File: src/rtl/moving_avg_ctrl.sv
`default_nettype none
// ============================================================================
// Module   : moving_avg_ctrl
// Purpose  : Sequencer for one moving-average engine: clear / warm-up / run
//            control, sample pacing, settled-average output with sticky
//            overrun. Define MAVG_CTRL_STATS_EN to add the drop_cnt port.
// Revision : 1.0  initial release
// ============================================================================
module moving_avg_ctrl #(
    parameter int DATA_WIDTH = 16,
    parameter int CLR_CYCLES = 2,
    parameter int MIN_GAP    = 2
) (
    input  logic                  clk,
    input  logic                  rst,
    input  logic                  start,
    input  logic                  stop,
    input  logic                  cfg_wr,
    input  logic [2:0]            cfg_mode,
    input  logic                  cfg_orm,
    input  logic                  s_valid,
    input  logic [DATA_WIDTH-1:0] s_data,
    output logic                  s_ready,
    output logic                  eng_rst_n,
    output logic                  eng_enable,
    output logic                  eng_refresh,
    output logic [DATA_WIDTH-1:0] eng_din,
    output logic [2:0]            eng_mode,
    output logic                  eng_orm,
    input  logic [DATA_WIDTH-1:0] eng_dout,
    input  logic                  eng_pulse,
    output logic                  m_valid,
    output logic [DATA_WIDTH-1:0] m_data,
    input  logic                  m_ready,
    input  logic                  ovr_clr,
    output logic                  overrun,
    output logic                  busy
`ifdef MAVG_CTRL_STATS_EN
    ,
    output logic [15:0]           drop_cnt
`endif
);

    // Bit 1 of the state encoding means "engine out of reset and enabled".
    localparam logic [1:0] S_IDLE   = 2'b00;
    localparam logic [1:0] S_CLEAR  = 2'b01;
    localparam logic [1:0] S_WARMUP = 2'b10;
    localparam logic [1:0] S_RUN    = 2'b11;

    localparam logic [3:0] C_CLR_LAST = 4'(CLR_CYCLES - 1);
    localparam logic [3:0] C_GAP_LOAD = 4'(MIN_GAP - 1);
    localparam logic [4:0] C_IDX_MAX  = 5'd16;

    logic [1:0]            r_state;
    logic [3:0]            r_clr_cnt;
    logic [3:0]            r_gap_cnt;
    logic [2:0]            r_mode;
    logic                  r_orm;
    logic [DATA_WIDTH-1:0] r_din;
    logic                  r_refresh;
    logic                  r_tag1;
    logic                  r_tag2;
    logic [4:0]            r_idx;
    logic                  r_m_valid;
    logic [DATA_WIDTH-1:0] r_m_data;
    logic                  r_overrun;

    logic [1:0] w_nxt;
    logic [4:0] w_warm_len;
    logic [4:0] w_idx_inc;
    logic       w_active;
    logic       w_hs;
    logic       w_abort;
    logic       w_acc;
    logic       w_flush;
    logic       w_pulse_ok;
    logic       w_take;
    logic       w_ovr_ev;

    always_comb begin
        w_warm_len = 5'd1;
        case (r_mode)
            3'b001:         w_warm_len = 5'd2;
            3'b010:         w_warm_len = 5'd3;
            3'b011:         w_warm_len = 5'd4;
            3'b100, 3'b101: w_warm_len = 5'd16;
            default:        w_warm_len = 5'd1;
        endcase
    end

    assign w_active  = r_state[1];
    assign w_hs      = s_valid && s_ready;
    assign w_abort   = cfg_wr || stop;
    assign w_acc     = w_hs && !w_abort;
    assign w_idx_inc = (r_idx == C_IDX_MAX) ? C_IDX_MAX : r_idx + 5'd1;

    always_comb begin
        w_nxt = r_state;
        if (stop && (r_state != S_IDLE)) begin
            w_nxt = S_IDLE;
        end else begin
            case (r_state)
                S_IDLE:   if (start) w_nxt = S_CLEAR;
                S_CLEAR:  if (!cfg_wr && (r_clr_cnt == 4'd0)) w_nxt = S_WARMUP;
                S_WARMUP: begin
                    if (cfg_wr)                   w_nxt = S_CLEAR;
                    else if (r_idx >= w_warm_len) w_nxt = S_RUN;
                end
                S_RUN:    if (cfg_wr) w_nxt = S_CLEAR;
                default:  w_nxt = S_IDLE;
            endcase
        end
    end

    // Anything in flight is discarded whenever the engine is about to be held in reset.
    assign w_flush    = !w_nxt[1];
    assign w_pulse_ok = eng_pulse && r_tag2 && w_active && !w_flush;
    assign w_take     = w_pulse_ok && (!r_m_valid || m_ready);
    assign w_ovr_ev   = w_pulse_ok && r_m_valid && !m_ready;

    always_ff @(posedge clk or posedge rst) begin
        if (rst) begin
            r_state   <= S_IDLE;
            r_clr_cnt <= 4'd0;
            r_gap_cnt <= 4'd0;
            r_mode    <= 3'b000;
            r_orm     <= 1'b0;
            r_din     <= '0;
            r_refresh <= 1'b0;
            r_tag1    <= 1'b0;
            r_tag2    <= 1'b0;
            r_idx     <= 5'd0;
            r_m_valid <= 1'b0;
            r_m_data  <= '0;
            r_overrun <= 1'b0;
        end else begin
            r_state <= w_nxt;

            if (cfg_wr) begin
                r_mode <= cfg_mode;
                r_orm  <= cfg_orm;
            end

            if ((w_nxt == S_CLEAR) && ((r_state != S_CLEAR) || cfg_wr))
                r_clr_cnt <= C_CLR_LAST;
            else if ((r_state == S_CLEAR) && (r_clr_cnt != 4'd0))
                r_clr_cnt <= r_clr_cnt - 4'd1;

            r_refresh <= w_acc;
            if (w_acc)
                r_din <= s_data;

            if (w_flush) begin
                r_gap_cnt <= 4'd0;
                r_idx     <= 5'd0;
                r_tag1    <= 1'b0;
                r_tag2    <= 1'b0;
            end else begin
                if (w_acc)
                    r_gap_cnt <= C_GAP_LOAD;
                else if (r_gap_cnt != 4'd0)
                    r_gap_cnt <= r_gap_cnt - 4'd1;
                if (w_acc)
                    r_idx <= w_idx_inc;
                r_tag1 <= w_acc && (w_idx_inc >= w_warm_len);
                r_tag2 <= r_tag1;
            end

            if (w_flush) begin
                r_m_valid <= 1'b0;
            end else if (w_take) begin
                r_m_valid <= 1'b1;
                r_m_data  <= eng_dout;
            end else if (r_m_valid && m_ready) begin
                r_m_valid <= 1'b0;
            end

            if (w_ovr_ev)
                r_overrun <= 1'b1;
            else if (ovr_clr)
                r_overrun <= 1'b0;
        end
    end

    assign s_ready     = w_active && (r_gap_cnt == 4'd0);
    assign eng_rst_n   = w_active;
    assign eng_enable  = w_active;
    assign eng_refresh = r_refresh;
    assign eng_din     = r_din;
    assign eng_mode    = r_mode;
    assign eng_orm     = r_orm;
    assign m_valid     = r_m_valid;
    assign m_data      = r_m_data;
    assign overrun     = r_overrun;
    assign busy        = (r_state != S_IDLE);

`ifdef MAVG_CTRL_STATS_EN
    logic [15:0] r_drop_cnt;
    logic [1:0]  w_drop_inc;
    logic [16:0] w_drop_sum;

    assign w_drop_inc = {1'b0, w_hs && w_abort} + {1'b0, w_ovr_ev};
    assign w_drop_sum = {1'b0, r_drop_cnt} + {15'd0, w_drop_inc};

    always_ff @(posedge clk or posedge rst) begin
        if (rst)
            r_drop_cnt <= 16'd0;
        else if (w_drop_inc != 2'd0)
            r_drop_cnt <= w_drop_sum[16] ? 16'hFFFF : w_drop_sum[15:0];
        else if (ovr_clr)
            r_drop_cnt <= 16'd0;
    end

    assign drop_cnt = r_drop_cnt;
`endif

endmodule
`default_nettype wire

File: config.mk
export PLATFORM = sky130hd
export DESIGN_NAME = moving_avg_ctrl
export DESIGN_NICKNAME = d
export VERILOG_FILES = /design/src/rtl/moving_avg_ctrl.sv
export SDC_FILE = /design/constraint.sdc
export NUM_CORES = 1
export LEC_CHECK = 0
export ABC_AREA = 0
export CORE_MARGIN = 3
export CORE_UTILIZATION = 46
export CTS_CLUSTER_SIZE = 16
export DETAILED_ROUTE_END_ITERATION = 8
export PLACE_DENSITY_LB_ADDON = 0.25
export SLEW_MARGIN = 20
export SYNTH_ARGS = -nofsm -noshare
export SYNTH_HDL_FRONTEND = slang
export SYNTH_SLANG_ARGS = --single-unit
File: constraint.sdc
create_clock -name clk -period 3 [get_ports clk]
set_clock_uncertainty 0.2 [all_clocks]
set_input_delay 0.6 -clock clk [delete_from_list [all_inputs] [get_ports clk]]
set_output_delay 0.6 -clock clk [all_outputs]
set_load 0.005 [all_outputs]
==> flow_summary_export.csv, run 1 <==
group,metric,value,unit
run_status,status,"finished, final reports clean",
sta,timing.fmax,351.1,MHz
sta,hold_viol,0,
job,cap_violations,0,
yosys,synth_compound_area_share,6.536,%
global_route,grt.overflow.total,0,
global_route,grt_max_degree,29,
sta,relSlewSlack,52.26,%
global_route,grt_usage,18.48,%
cells_and_area,fin_nets,388,
clocking,clk_pin_slew,100,ps
power_and_ir_drop,intPower,1.325,mW
yosys,synth_most_common_cell,"dfrtp_1",
sta,rsz0062_at_grt,"no",
global_route,grt_pass1_vias,2106,
yosys,synth_top_family_by_area,"simple AND/OR/NAND/NOR gates",
detailed_routing,wl_per_cell,13.93,um
yosys,synthSimpleGateAreaFrac,17.60,%
setup_path,crit_path_start_kind,"flip-flop",
detailed_routing,routed_wl,5600,um
clocking,cts.htree.levels,2,
yosys,synthesis.area,2623,um2
clocking,clk_latency,300,ps
sta,min_period_over_period,94.93,%
yosys,synth_top_area_cell,"dfrtp_1",
worst_hold_path,hold_class,"flip-flop to flip-flop",
power_and_ir_drop,switching_power,503.6,uW
power_and_ir_drop,combPwrFrac,26.4,%
die,die_w,81.51,um
yosys,synth_xor_area_share,1.670,%
global_route,antenna_found_initial,0,
yosys,yosysSeqAreaShare,53.44,%
yosys,synthArstFlopShare,100.0,%
setup_path,critPathRequiredTime,2200,ps
power_and_ir_drop,switching_share,27.54,%
sta,min_period,2848,ps
placed_design,io_buffers,87,
clocking,cts_buffers,5,
detailed_routing,num_vias,2008,
clocking,root_buffer,"clkbuf_8",
yosys,synth_adder_area_share,5.725,%
global_route,grt_pass1_wl,9625,um
yosys,synth_seq_cells,56,
setup_path,crit_type,"flip-flop to output pin",
cells_and_area,drive_gt1_share,12.35,%
clocking,cts_resized,0,
die,die_area,6643,um2
sta,maxSlewViolCount,0,
placed_design,dp_hpwl,4407,um
yosys,synthTopCellsByArea,"dfrtp_1 53%, nand2_1 7.3%, ha_1 5.7%, mux2_4 5.7%, mux2_2 4.3%",
clocking,cts_setup_buffers,0,
yosys,ys.flop_type,"dfrtp_1",
detailed_routing,ant_nets,0,
sta,fin_hold_ws,281.1,ps
sta,finalSetupViolCount,0,
yosys,synth_cell_type_count,38,
yosys,syn_inst,238,
die,placementRows,26,
die,pin_count,88,
setup_path,cp_data_arrival_time,2050,ps
clocking,clock_sinks,56,
detailed_routing,drc_errors,0,
detailed_routing,drt_iter0_drc,49,
detailed_routing,viasPerCell,4.995,
power_and_ir_drop,p_per_area,499.0,nW/um2
yosys,syn_avg_cell_area,11.02,um2
yosys,synth_top_area_share,53.44,%
detailed_routing,drtPass1Iterations,4,
yosys,synthMuxAreaShare,10.40,%
power_and_ir_drop,ir_worst_vdd,0.0003477,V
setup_path,cp-end-kind,"output pin",
yosys,synth_nets,295,
setup_path,cp_max_fo,4,
power_and_ir_drop,p_clk_share,23.6,%
die,core-area,5303,um2
clocking,cts-hold-fix-buffers,0,
power_and_ir_drop,power_frac_seq,50.0,%
cells_and_area,area_growth,39.74,%
die,die_height,81.51,um
placed_design,globalplace.congestion,0.8046,
sta,finalSetupTns,0,ps
power_and_ir_drop,p_leak,1.746,nW
yosys,synth_edf_count,0,
sta,tightest_slew,708.6,ps
cells_and_area,diodes,0,
clocking,cts_tree,"built",
die,floorplan.initialDensity,49.46,%
yosys,yosys_warnings,0,
yosys,yosys-top-cells-count,"56 x dfrtp_1, 51 x nand2_1, 13 x inv_1",
clocking,cts_buffer_depth,2,
[cell usage in the layout, fill, tap and decap left out, types with 2 or more instances in the layout]
master | synthesis | layout
buf_4 | 2 | 8
nor3_1 | 5 | 5
or3b_2 | 2 | 2
nor2_1 | 11 | 11
or3_1 | 2 | 2
a22o_1 | 4 | 4
nor4bb_1 | 2 | 2
dfrtp_1 | 56 | 56
xnor2_1 | 4 | 4
clkdlybuf4s50_1 | 0 | 87
mux2_2 | 10 | 10
and2_1 | 2 | 2
clkbuf_8 | 0 | 6
ha_1 | 12 | 12
nor3b_1 | 3 | 3
mux2_4 | 10 | 10
inv_1 | 13 | 12
nor4_1 | 2 | 2
nand2b_1 | 6 | 6
a211oi_1 | 2 | 2
o21ai_0 | 9 | 9
a21oi_1 | 7 | 7
nand2_1 | 51 | 51
nand3_1 | 3 | 3
[flip-flops by register name (all words and copies together), names as in the netlist]
register / flops
r_state: 2
r_idx: 5
r_tag1: 1
overrun: 1
eng_orm: 1
eng_mode: 3
m_valid: 1
eng_refresh: 1
eng_din: 16
m_data: 16
r_gap_cnt: 4
r_tag2: 1
r_clr_cnt: 4
[worst max-delay path, cell delays in order (launching register included)]
cell and delay, ps:
dfrtp_1 420, inv_1 70, ha_1 220, nor3b_1 350, and2_1 180, clkdlybuf4s50_1 500
[per-layer routing]
layer,up-vias,GRT usage (%),routed length (um)
met5,-,0,0
met3,2,3.728,434
met4,0,5.068,8
met2,67,31.27,2751
met1,954,24.11,2406
li1,985,-,-
[cell families (layout without fill, tap and decap cells)]
logic type | after synthesis | in the layout
AOI/OAI and AO/OA | 27 | 27
adders and majority gates | 12 | 12
buffers and inverters | 22 | 116
muxes | 21 | 21
DFF | 56 | 56
xor gates and xnor gates | 5 | 5
and+or+nand+nor | 95 | 95
[power by group through the flow]
stage | Clock (mW) | Sequential, mW | Combinational, mW
6_report | 0.431 | 0.914 | 0.484
3_5_place_dp | 0 | 0.931 | 0.489
3_3_place_gp | 0 | 0.924 | 0.475
2_1_floorplan | 0 | 0.924 | 0.209
4_1_cts | 0.445 | 0.916 | 0.493
5_1_grt | 0.477 | 0.933 | 0.543
[final cells by class]
cell class                 count  area (um2)
fill                         413        1638
inverter                      13       48.80
tap                           70       87.58
multi-input combinational    160        1100
clock buffer                   6       82.58
sequential                    56        1401
clock inverter                 2       13.76
timing repair buffer          95       930.9
[path summary, 6_finish.rpt]
check                                    startpoint                endpoint  depth (start not counted)  slack [ps]
setup / recovery           r_gap_cnt[0]$_DFFE_PP0P_                 s_ready                          5         150
setup reg to reg               r_idx[0]$_DFFE_PP0P_        r_tag1$_DFF_PP0_                          9         590
hold reg to reg              eng_din[1]$_DFFE_PP0P_  eng_din[1]$_DFFE_PP0P_                          2         280
max in group asynchronous                       rst     m_valid$_DFFE_PP0P_                          3        1510
min in group asynchronous                       rst   m_data[2]$_DFFE_PP0P_                          2         470
hold / removal               eng_din[1]$_DFFE_PP0P_  eng_din[1]$_DFFE_PP0P_                          2         280
[metrics by stage]
stage                     util (%)  power (mW)  setup slack [ps]  instances  instance area (um2)
after global routing         69.11       1.952             22.82        402                 3665
after CTS                    69.11       1.854             123.1        402                 3665
final                        69.11       1.829             152.0        402                 3665
after global placement       67.30       1.399             461.8        394                 3568
after detailed placement     67.30       1.420             443.9        394                 3568
after floorplan                  -       1.133             827.7        238                 2623
No activity file was read; power rests on OpenSTA's default activity.
==> run 2, diff against run 1 <==
--- a/config.mk
+++ b/config.mk
@@ -8,7 +8,6 @@
 export ABC_AREA = 0
 export CORE_MARGIN = 3
 export CORE_UTILIZATION = 46
-export CTS_CLUSTER_SIZE = 16
 export DETAILED_ROUTE_END_ITERATION = 8
 export PLACE_DENSITY_LB_ADDON = 0.25
 export SLEW_MARGIN = 20
==> results of run 2 <==
No change in the layout: final DEF, timing and power equal those of run 1.
==> run 3, diff against run 2 <==
--- a/config.mk
+++ b/config.mk
@@ -6,8 +6,9 @@
 export NUM_CORES = 1
 export LEC_CHECK = 0
 export ABC_AREA = 0
-export CORE_MARGIN = 3
+export CORE_MARGIN = 1.5
 export CORE_UTILIZATION = 46
+export CTS_CLUSTER_DIAMETER = 40
 export DETAILED_ROUTE_END_ITERATION = 8
 export PLACE_DENSITY_LB_ADDON = 0.25
 export SLEW_MARGIN = 20
==> flow_summary_export.csv, run 3 (synthesized netlist as in run 1, its figures left out) <==
group,metric,value,unit
die,pin_count,88,
sta,relSlewSlack,54.67,%
placed_design,dp_hpwl,3941,um
cells_and_area,fin_nets,385,
detailed_routing,num_vias,2013,
clocking,clk_pin_slew,90,ps
cells_and_area,area_growth,38.79,%
global_route,grt_pass1_vias,1950,
placed_design,globalplace.congestion,0.7374,
cells_and_area,drive_gt1_share,11.28,%
setup_path,cp_num_cells,5,
clocking,clock_sinks,56,
setup_path,rr_endpoint,"r_tag1$_DFF_PP0_",
worst_hold_path,hp-start,"r_tag1$_DFF_PP0_",
sta,finalSetupViolCount,0,
setup_path,crit_family,"buffers and inverters",
global_route,antenna_found_initial,0,
global_route,grt.overflow.total,0,
clocking,cts.htree.levels,2,
sta,maxSlewViolCount,0,
placed_design,dpl.cell_count,393,
detailed_routing,wl_per_cell,13.08,um
clocking,clk_latency,300,ps
die,placementRows,27,
cells_and_area,design_area,3640,um2
setup_path,ff2ff_path_depth,9,
cells_and_area,seq_area,1401,um2
power_and_ir_drop,ir_worst_vdd,0.0002639,V
setup_path,worstPathCellList,"inv_1 -> ha_1 -> nor3b_1 -> and2_1 -> clkdlybuf4s50_1",
sta,rsz0062_at_grt,"no",
sta,min_period,2844,ps
cells_and_area,n_fill_cell,452,
worst_hold_path,hold_path_depth,1,
clocking,root_buffer,"clkbuf_8",
cells_and_area,multi_input_area,1100,um2
cells_and_area,final_cell_count_no_fill,400,
sta,fin_hold_ws,256.1,ps
setup_path,critPathSlowestCell,"clkdlybuf4s50_1",
setup_path,cp_max_fo,4,
global_route,grt_pass1_wl,8811,um
worst_hold_path,hold_end,"r_tag2$_DFF_PP0_",
clocking,cts-hold-fix-buffers,0,
clocking,cts_resized,0,
setup_path,path_buf_inv,2,
global_route,grt_max_degree,57,
detailed_routing,drtPass1Iterations,4,
detailed_routing,drt_iter0_drc,62,
die,die_height,78.51,um
detailed_routing,drc_errors,0,
clocking,cts_tree,"built",
global_route,grt_usage,18.05,%
job,cap_violations,0,
die,die_area,6163,um2
power_and_ir_drop,p_total,1.801,mW
setup_path,critPathRequiredTime,2200,ps
placed_design,io_buffers,87,
cells_and_area,mostFrequentLayoutCell,"clkdlybuf4s50_1",
setup_path,cp-end-kind,"output pin",
detailed_routing,viasPerCell,5.033,
die,core-area,5507,um2
power_and_ir_drop,p_per_area,494.9,nW/um2
setup_path,reg2reg_from,"r_idx[0]$_DFFE_PP0P_",
power_and_ir_drop,p_leak,1.728,nW
die,floorplan.initialDensity,47.63,%
sta,tightest_slew,680.0,ps
sta,timing.fmax,351.6,MHz
cells_and_area,final_cell_mix,"87 x clkdlybuf4s50_1, 56 x dfrtp_1, 51 x nand2_1",
setup_path,crit_path_start_kind,"flip-flop",
clocking,cts_setup_buffers,0,
sta,min_period_over_period,94.81,%
setup_path,r2r_slack,600,ps
die,die_w,78.51,um
cells_and_area,diodes,0,
setup_path,cpPeakStageDelay,510,ps
detailed_routing,ant_nets,0,
setup_path,cp_data_arrival_time,2040,ps
run_status,status,"finished, final reports clean",
sta,hold_viol,0,
setup_path,crit_type,"flip-flop to output pin",
placed_design,dpl_cell_area,3548,um2
detailed_routing,routed_wl,5233,um
sta,finalSetupTns,0,ps
clocking,cts_buffer_depth,2,
worst_hold_path,hold_class,"flip-flop to flip-flop",
clocking,cts_buffers,5,
## run 3: cell count changes in the layout (fill, tap and decap cells not counted)
cell / before / now
inv_6: 1 / 0
clkinv_4: 0 / 1
buf_4: 8 / 5
clkinv_2: 1 / 0
## run 3: how the worst max path moves through the flow
stage                                        start                     end  slack, ps
after floorplan                                rst  eng_din[0]$_DFFE_PP0P_        830
after global placement                   eng_pulse   m_data[3]$_DFFE_PP0P_        470
after detailed placement                 eng_pulse   m_data[4]$_DFFE_PP0P_        450
after CTS                 r_gap_cnt[0]$_DFFE_PP0P_                 s_ready        150
after global routing      r_gap_cnt[0]$_DFFE_PP0P_                 s_ready         80
final                     r_gap_cnt[0]$_DFFE_PP0P_                 s_ready        160
## run 3: cell type report
class                   count  share of cell area, %
multi-input cells         160                  30.22
flip-flops and latches     56                  38.50
inverters                  13                  1.341
clock buffers               6                  2.269
clock inverters             1                 0.2406
well taps                  72                  2.475
repair buffers             92                  24.96
## run 3: worst register-to-register path, delay by kind of cell (launching register included)
family / cells / cell delay [ps]
AND/OR/NAND/NOR: 2 / 570
AO/OA/AOI/OAI: 4 / 540
adder cells (fa/ha/maj): 2 / 440
flip-flops: 1 / 420
buffers and inverters: 1 / 120
## run 3: through the flow
stage	util, %	worst slack (ps)
after floorplan	-	827.7
after global placement	64.44	467.5
after detailed placement	64.44	449.0
after CTS	66.10	154.5
after global routing	66.10	78.40
final	66.10	155.7
## run 3: routing by layer
layer  track usage, %  up-vias  routed length [um]
li1                 -      979                   -
met1            22.88      966                2323
met3            3.953        2                 274
met2            31.47       66                2614
met4            4.107        0                  20
met5                0        -                   0
## run 3: report_power, final
group	switching, mW	internal, mW
Clock	0.226	0.184
Sequential	0.0682	0.848
Combinational	0.189	0.286
